<file path="src/rtl/alu_pkg.sv">
// Shared types and display constants for the sequential ALU and its
// seven-segment display decoders.
package alu_pkg;

  typedef enum logic [1:0] {
    OP_ADD = 2'b00,
    OP_SUB = 2'b01,
    OP_DIV = 2'b10,
    OP_REM = 2'b11
  } alu_op_t;

  typedef enum logic [1:0] {
    IDLE = 2'b00,
    DIV  = 2'b01,
    DONE = 2'b10
  } alu_state_t;

  // Active-low glyphs {g,f,e,d,c,b,a}; entry k is the glyph for hex digit k
  localparam logic [6:0] SEG_BLANK = 7'b1111111;
  localparam logic [15:0][6:0] HEX_GLYPHS = {
    7'b0001110, 7'b0000110, 7'b0100001, 7'b1000110,
    7'b0000011, 7'b0001000, 7'b0010000, 7'b0000000,
    7'b1111000, 7'b0000010, 7'b0010010, 7'b0011001,
    7'b0110000, 7'b0100100, 7'b1111001, 7'b1000000
  };

endpackage

</file>
<file path="src/rtl/seven_seg_decoder.sv">
// Combinational hex-digit to active-low seven-segment glyph decoder.
module seven_seg_decoder
  import alu_pkg::*;
(
  input  logic [3:0] digit,
  output logic [6:0] segments
);

  always_comb begin
    segments = SEG_BLANK;
    for (int i = 0; i < 16; i++) begin
      if (digit == 4'(i)) segments = HEX_GLYPHS[i];
    end
  end

endmodule

</file>
<file path="src/rtl/seq_alu_display.sv">
// Clocked ALU with start/done handshake, multi-cycle restoring divider and
// seven-segment outputs for both operands and the result.
module seq_alu_display
  import alu_pkg::*;
#(
  parameter  int N      = 8,
  localparam int DIGITS = (N + 3) / 4
) (
  input  logic              clk,
  input  logic              rst_n,
  input  logic [N-1:0]      firstNum,
  input  logic [N-1:0]      secNum,
  input  logic [1:0]        operation,
  input  logic              start,
  output logic              busy,
  output logic              done,
  output logic [N-1:0]      result,
  output logic              carry,
  output logic              negative,
  output logic              zero,
  output logic              overflow,
  output logic [7*DIGITS-1:0] firstSegments,
  output logic [7*DIGITS-1:0] secondSegments,
  output logic [7*DIGITS-1:0] resultSegments
);

  localparam int CW = $clog2(N);
  localparam int PW = 4 * DIGITS;

  alu_state_t state, next_state;
  alu_op_t    op_code;
  logic [N-1:0]  op_a, op_b;
  logic [N:0]    div_rem;
  logic [N-1:0]  div_quot;
  logic [CW-1:0] count;

  logic [N:0]   add_sum;
  logic [N-1:0] sub_diff;
  logic [N-1:0] div0_val;
  logic [N:0]   trial, trial_diff, step_rem;
  logic [N-1:0] step_quot, div_val;

  always_ff @(posedge clk or negedge rst_n) begin
    if (!rst_n) state <= IDLE;
    else        state <= next_state;
  end

  // Next state plus the arithmetic the datapath commits on each edge; the
  // divider shifts the dividend MSB into the remainder and keeps the trial
  // subtraction only when it does not borrow.
  always_comb begin
    next_state = state;
    add_sum    = {1'b0, firstNum} + {1'b0, secNum};
    sub_diff   = firstNum - secNum;
    div0_val   = (operation == OP_REM) ? firstNum : '1;
    trial      = (N+1)'({div_rem, div_quot[N-1]});
    trial_diff = trial - {1'b0, op_b};
    step_rem   = trial;
    step_quot  = {div_quot[N-2:0], 1'b0};
    if (!trial_diff[N]) begin
      step_rem  = trial_diff;
      step_quot = {div_quot[N-2:0], 1'b1};
    end
    div_val = (op_code == OP_REM) ? step_rem[N-1:0] : step_quot;

    case (state)
      IDLE:    if (start) next_state = (operation[1] && secNum != '0) ? DIV : DONE;
      DIV:     if (count == '0) next_state = DONE;
      DONE:    next_state = IDLE;
      default: next_state = IDLE;
    endcase
  end

  assign busy = (state != IDLE);
  assign done = (state == DONE);

  // Operands latch only on acceptance; result and flags change only when an
  // operation completes, so they hold through DIV and DONE.
  always_ff @(posedge clk or negedge rst_n) begin
    if (!rst_n) begin
      op_a     <= '0;
      op_b     <= '0;
      op_code  <= OP_ADD;
      div_rem  <= '0;
      div_quot <= '0;
      count    <= '0;
      result   <= '0;
      carry    <= 1'b0;
      negative <= 1'b0;
      zero     <= 1'b0;
      overflow <= 1'b0;
    end else begin
      case (state)
        IDLE: begin
          if (start) begin
            op_a    <= firstNum;
            op_b    <= secNum;
            op_code <= alu_op_t'(operation);
            case (alu_op_t'(operation))
              OP_ADD: begin
                result   <= add_sum[N-1:0];
                carry    <= add_sum[N];
                negative <= 1'b0;
                overflow <= 1'b0;
                zero     <= (add_sum[N-1:0] == '0);
              end
              OP_SUB: begin
                result   <= sub_diff;
                carry    <= 1'b0;
                negative <= (firstNum < secNum);
                overflow <= 1'b0;
                zero     <= (sub_diff == '0);
              end
              default: begin
                if (secNum == '0) begin
                  result   <= div0_val;
                  carry    <= 1'b0;
                  negative <= 1'b0;
                  overflow <= 1'b1;
                  zero     <= (div0_val == '0);
                end else begin
                  div_rem  <= '0;
                  div_quot <= firstNum;
                  count    <= CW'(N - 1);
                end
              end
            endcase
          end
        end
        DIV: begin
          div_rem  <= step_rem;
          div_quot <= step_quot;
          count    <= count - CW'(1);
          if (count == '0) begin
            result   <= div_val;
            carry    <= 1'b0;
            negative <= 1'b0;
            overflow <= 1'b0;
            zero     <= (div_val == '0);
          end
        end
        default: ;
      endcase
    end
  end

  logic [PW-1:0] a_pad, b_pad, r_pad;
  assign a_pad = PW'(op_a);
  assign b_pad = PW'(op_b);
  assign r_pad = PW'(result);

  for (genvar k = 0; k < DIGITS; k++) begin : g_digits
    seven_seg_decoder u_first  (.digit(a_pad[4*k +: 4]), .segments(firstSegments[7*k +: 7]));
    seven_seg_decoder u_second (.digit(b_pad[4*k +: 4]), .segments(secondSegments[7*k +: 7]));
    seven_seg_decoder u_result (.digit(r_pad[4*k +: 4]), .segments(resultSegments[7*k +: 7]));
  end

endmodule
</file>
<file path="config.mk">
export PLATFORM = sky130hd
export DESIGN_NAME = seq_alu_display
export DESIGN_NICKNAME = d
export VERILOG_FILES = /design/src/rtl/alu_pkg.sv /design/src/rtl/seven_seg_decoder.sv /design/src/rtl/seq_alu_display.sv
export SDC_FILE = /design/constraint.sdc
export NUM_CORES = 1
export LEC_CHECK = 0
export BUFFER_PORTS_ARGS = -buffer_cell sky130_fd_sc_hd__buf_2
export CAP_MARGIN = 20
export CELL_PAD_IN_SITES_DETAIL_PLACEMENT = 1
export CELL_PAD_IN_SITES_GLOBAL_PLACEMENT = 2
export CORE_MARGIN = 3
export CORE_UTILIZATION = 29
export DETAILED_ROUTE_END_ITERATION = 7
export GPL_TIMING_DRIVEN = 0
export PLACE_DENSITY = 0.83
export SLEW_MARGIN = 25
export SYNTH_ARGS = -nofsm -noshare
export SYNTH_HDL_FRONTEND = slang
export SYNTH_SLANG_ARGS = --single-unit
</file>
<file path="constraint.sdc">
create_clock -name clk -period 2.6 [get_ports clk]
set_clock_uncertainty 0.1 [all_clocks]
set_input_delay 0.13 -clock clk [delete_from_list [all_inputs] [get_ports clk]]
set_output_delay 0.13 -clock clk [all_outputs]
set_load 0.02 [all_outputs]
</file>
After elaboration in Yosys (flattened, before gate mapping)
Cells that the tools add are included.
- register bits after elaboration: 51
- input bits: 21
- logic and storage cells: 280
- output and inout port bits: 56
- order comparisons: 1
- equality and inequality tests: 101
- reductions and logical operators: 24
- mux-type cells: 138
- add/subtract/negate cells: 4
- operator list (operator ; count):
    2-to-1 mux 7 bit ; 84
    == test 4 bit (second input constant) ; 48
    == test 4 x 3 -> 1 bit (second input constant) ; 24
    2-to-1 mux 8 bit ; 12
    2-to-1 mux 6 bit ; 12
    case mux 8 bit (2 select lines) ; 4
    == test 4 x 2 -> 1 bit (second input constant) ; 12
    logical NOT 8 bit ; 5
    == test 4 x 1 -> 1 bit (second input constant) ; 6
    logical NOT 4 bit ; 6
    case mux 1 bit (2 select lines) ; 7
    AND reduction 4 bit ; 3
    2-to-1 mux 1 bit ; 11
    adder 8 x 8 -> 9 bit ; 1
    2-to-1 mux 3 bit ; 3
    subtractor 9 x 8 -> 9 bit ; 1
    < comparator 8 bit ; 1
    inequality test 2 bit (second input constant) ; 4
    nonzero test 8 bit ; 1
    subtractor 8 bit ; 1
    == test 2 bit (second input constant) ; 3
    2-to-1 mux 2 bit ; 3
    case mux 3 bit (2 select lines) ; 1
    == test 2 x 1 -> 1 bit (second input constant) ; 2
    10 further kinds ; 13

Logic depth before layout (Yosys ltp)
- word-level depth: 17
- gate-level depth with buffers: 14
- mapped depth without buffers: 13

Hierarchy
Synthesis repeated with hierarchy kept, for this count alone.
- cell total of the unflattened synthesis: 568
- area, all modules: 4707.0 um^2
- by module, submodules not included (module ; cells each ; instances ; area an instance (um^2) ; seq. area each (um^2)):
    seq_alu_display ; 388 ; 1 ; 3453.3 ; 1276.2
    seven_seg_decoder ; 30 ; 6 ; 209.0 ; 0.0

Worst setup path before layout
OpenSTA, ideal clock, no wires.
- kind: reg2reg
- start: register div_quot[7]
- end: register zero
- cell stages (with the launch flop): 15
- data required time: 2.380 ns
- setup time: 0.120 ns
- clock period less this slack: 2.822 ns
- buffers on the path: 1
- setup slack: -0.222 ns
- arrival time: 2.602 ns
- path through: dfrtp_1 inv_1 ha_1 inv_1 fa_1 a21oi_1 nor2b_1 a31oi_1 a21oi_1 xnor2_1 buf_4 mux2i_1 nor2_1 and4_1 a31o_1
- cells in the longest elaborated chain, start to end: 6
- elaborated cells on any way between the ends: 7
- those cells by class: add/sub (1); mux (5); reduce/logical (1)
- ends and longest elaborated chain (item ; RTL line ; text):
    from (decl) ; seq_alu_display.sv:34 ; logic [N-1:0] div_quot;
    from (signal assigned) ; seq_alu_display.sv:123 ; div_quot <= firstNum;
    from (signal assigned) ; seq_alu_display.sv:132 ; div_quot <= step_quot;
    subtractor 9 x 8 -> 9 bit ; seq_alu_display.sv:57 ; trial_diff = trial - {1'b0, op_b};
    2-to-1 mux 1 bit or 2-to-1 mux 8 bit (tied branches) ; seq_alu_display.sv:60 ; if (!trial_diff[N]) begin
    2-to-1 mux 8 bit (*) ; seq_alu_display.sv:64 ; div_val = (op_code == OP_REM) ? step_rem[N-1:0] : step_quot;
    logical NOT 8 bit (*) ; seq_alu_display.sv:139 ; zero <= (div_val == '0);
    2-to-1 mux 1 bit (*) ; seq_alu_display.sv:134 ; if (count == '0) begin
    case mux 1 bit (2 select lines) (*) ; seq_alu_display.sv:93 ; case (state)
    to (signal assigned) ; seq_alu_display.sv:105 ; zero <= (add_sum[N-1:0] == '0);
    to (signal assigned) ; seq_alu_display.sv:112 ; zero <= (sub_diff == '0);
    to (signal assigned) ; seq_alu_display.sv:139 ;
    to (decl) ; seq_alu_display.sv:20 ; output logic zero,
Mark *: on every way between the ends. The rest lies on a longest branch, timed or not. The select of a mux whose other input is x is not followed.
A chain may end at the register's enable or synchronous reset.

Worst setup path after layout
Ends and elaborated chain as after synthesis.

==> metrics.csv <==
stage,metric,value,unit
status,status,finished with violations,
clock_tree,Worst-path clk slew,80,ps
cells_and_area,layout cells sized above 1,20.0,%
floorplan,die width,130,um
critical_path,crit start category,register,
worst_hold_path,hold crit path type,input port to register,
critical_path,CP arrival,3090,ps
clock_tree,Clock Latency Late Sink,300,ps
grt,vias in the first global route,4800,
clock_tree,H-Tree Depth,2,
timing,fin. max-slew vios,0,
synthesis,number of library cell types mapped by synthesis,57,
critical_path,WP data required,2740,ps
floorplan,core footprint,14800,um2
synthesis,most common flop cell mapped by yosys,dfrtp_1,
grt,remaining global-route overflow,0,
critical_path,CP peak stage delay,400,ps
synthesis,largest cells by area after synthesis,"dfrtp_1 29%, ha_1 7.3%, nand2_1 7.2%",
floorplan,# IOs,77,
synthesis,share of the synthesized area in the top cell type,28.6,%
synthesis,sequential-to-total area share from yosys stat,28.6,%
timing,Fin. Hold Viols,1,
timing,part of the cycle the worst path needs,114,%
floorplan,Std-Cell Rows,44,
place,pre-CTS setup slack,-813,ps
floorplan,Die Ht,130,um
timing,Peak Freq,0.338,GHz
critical_path,CP Class,register to register,
cells_and_area,Antenna Cells,0,
cells_and_area,Final #Nets,740,
critical_path,CP bufs+invs,3,
detailed_routing,Vias,4638,
timing,Tmin final,2960,ps
floorplan,die area,16900,um2
status,failing checks,"hold timing, setup timing",
timing,RSZ-0062 raised after global routing,true,
floorplan,Starting Density,30.2,%
synthesis,gate count of the mapped netlist,597,
critical_path,Top Family by Delay on Critical Path,compound AO/OA/AOI/OAI gates,
critical_path,"Max FO, Critical Path",7,
detailed_routing,vias per inst,5.30,
synthesis,Syn Nets,647,
clock_tree,clock root cell,clkbuf_16,
detailed_routing,WL/cell,16.9,um
detailed_routing,Total Wirelength,14.8,mm
grt,first-pass GRT wire length,24.1,mm
synthesis,"area leader, netlist",dfrtp_1,
place,detailed placement HPWL,11.4,mm
timing,Worst slew margin,51.3,%
timing,worst slew pin tran,731,ps
clock_tree,CTS buffer count,5,
clock_tree,CTS tree,done,
detailed_routing,Initial DRC Count,165,
critical_path,Setup crit end kind,register,
synthesis,synthesized area,4470,um2
clock_tree,Clock Sink Count,51,
synthesis,Yosys reg bits,51,
timing,final setup margin,-357,ps
synthesis,most numerous cell in the Yosys netlist,nand2_1,
cells_and_area,Util after Layout,37.1,%
synthesis,YS warnings,0,
detailed_routing,Residual DRC,0,
timing,Fin Hold WS,-1.05,ps
synthesis,ys async rst share,100,%
place,routability cong.,0.863,
timing,# setup viols final,12,
grt,antenna violations before repair,0,
synthesis,"EDFF count, synth",0,
clock_tree,maximum root-to-sink buffer count,2,
critical_path,Worst path most repeated cell,a21oi_2,
detailed_routing,DRT Pass-1 Iters,4,
grt,largest net degree at the start of global routing,52,
grt,GRT Util Overall,17.4,%
cells_and_area,Area growth syn-to-layout,22.9,%
critical_path,crit-path cells,"inv_1, ha_2, inv_2, fa_2, a21oi_2, nor2b_2, a31oi_2, a21oi_2, xnor2_2, buf_6, mux2i_4, o21a_1, and4_1, a31o_1",
detailed_routing,remaining antenna violation count,0,
timing,setup_tns,-2290,ps
place,Buffers on Ports,75,
critical_path,"slowest stage cell, crit path",dfrtp_1,
run,max_cap viols,0,
synthesis,Synth Area per Inst,7.48,um2
synthesis,most frequent cells after synthesis,"86 x nand2_1, 62 x o21ai_0, 58 x nor2_1",
-- worst paths after layout --
path | start | end | slack (ps) | cells past startpoint
setup / recovery | div_quot[7] | zero | -360 | 14
hold / removal | secNum[2] | b_pad[2] | -1 | 3
setup reg to reg | div_quot[7] | zero | -360 | 14
hold reg to reg | overflow | overflow | 390 | 2
max in group asynchronous | rst_n | b_pad[5] | 1580 | 2
min in group asynchronous | rst_n | result[7] | 320 | 2
-- what timing repair did --
action / CTS / global route
setup buffers: 8 / 3
gates resized for setup: 31 / 11
endpoints found under the setup margin: 18 / 17
pin swaps: 8 / 4
hold buffers: 1 / 0
endpoints found under the hold margin: 51 / 0
-- registers in the layout, summed over array words and instances (netlist names) --
signal / cells
b_pad: 8
overflow: 1
state: 2
div_quot: 8
negative: 1
result: 8
op_code: 2
zero: 1
div_rem: 8
count: 3
a_pad: 8
carry: 1
-- cell families after synthesis --
logic type / after synthesis / share of synthesized area [%]
AOI/OAI and AO/OA: 188 / 26.2
xor gates and xnor gates: 17 / 3.33
DFF: 51 / 28.6
buffers and inverters: 76 / 6.47
adders and majority gates: 29 / 8.63
and+or+nand+nor: 214 / 21.6
muxes: 22 / 5.15
-- worst register-to-register path, cell delays in order, from the launching register on --
cell	delay (ps)
dfrtp_1	400
inv_1	70
ha_2	180
inv_2	40
fa_2	340
a21oi_2	150
nor2b_2	70
a31oi_2	180
a21oi_2	110
xnor2_2	210
buf_6	220
mux2i_4	270
o21a_1	200
and4_1	210
a31o_1	150
-- cells in the final DEF, fill, tap and decap left out, types with 5 or more instances in the layout --
cell type  synthesis  final
xnor2_1           12     11
nor4_1             5      5
o211ai_1           5      5
nor3_1            11     11
o21ai_0           62     53
a31oi_1           11     10
buf_2              0     74
a21oi_1           39     37
o31ai_1            6      6
mux2i_4            0      6
clkbuf_16          0      5
mux2_2             8      7
nor2b_1            9      7
o21ai_2            0      6
o21ai_1            2      5
ha_1              26     25
nand3_1           13     13
o32ai_1            6      6
dfrtp_1           51     49
xor2_1             5      5
clkbuf_1          34     33
buf_4              1     11
a21boi_0           5      5
inv_1             38     37
nand2_1           86     86
mux2i_1           14      6
o21bai_1           6      6
nand2b_1          13     13
nor2_1            58     58
o22ai_1            9      9
a21o_1             9      9
-- metal layers --
metal	vias up	part of all wire [%]	global-route usage, %
met5	-	0	0
met4	0	1.3	3.55
met3	18	4.9	2.82
met2	102	48	30.6
met1	2236	46	22.5
li1	2282	-	-
-- through the flow --
step / cells / area (um2)
after floorplan: 597 / 4470
after detailed placement: 856 / 5080
after CTS: 872 / 5430
final: 875 / 5490
after global placement: 856 / 5080
after global routing: 875 / 5490
-- final cells by class --
cell class                      instances  area, um2
Timing Repair Buffer                   87        474
Fill cell                            1847       9320
Tap cell                              184        230
Clock buffer                            5        125
Clock inverter                          3       46.3
Inverter                               40        151
Sequential cell                        51       1280
Multi-Input combinational cell        470       3050
Buffer                                 35        139
Power is not shown: default switching activity piles up to over one toggle a cycle in this logic, so the estimate is an artifact.
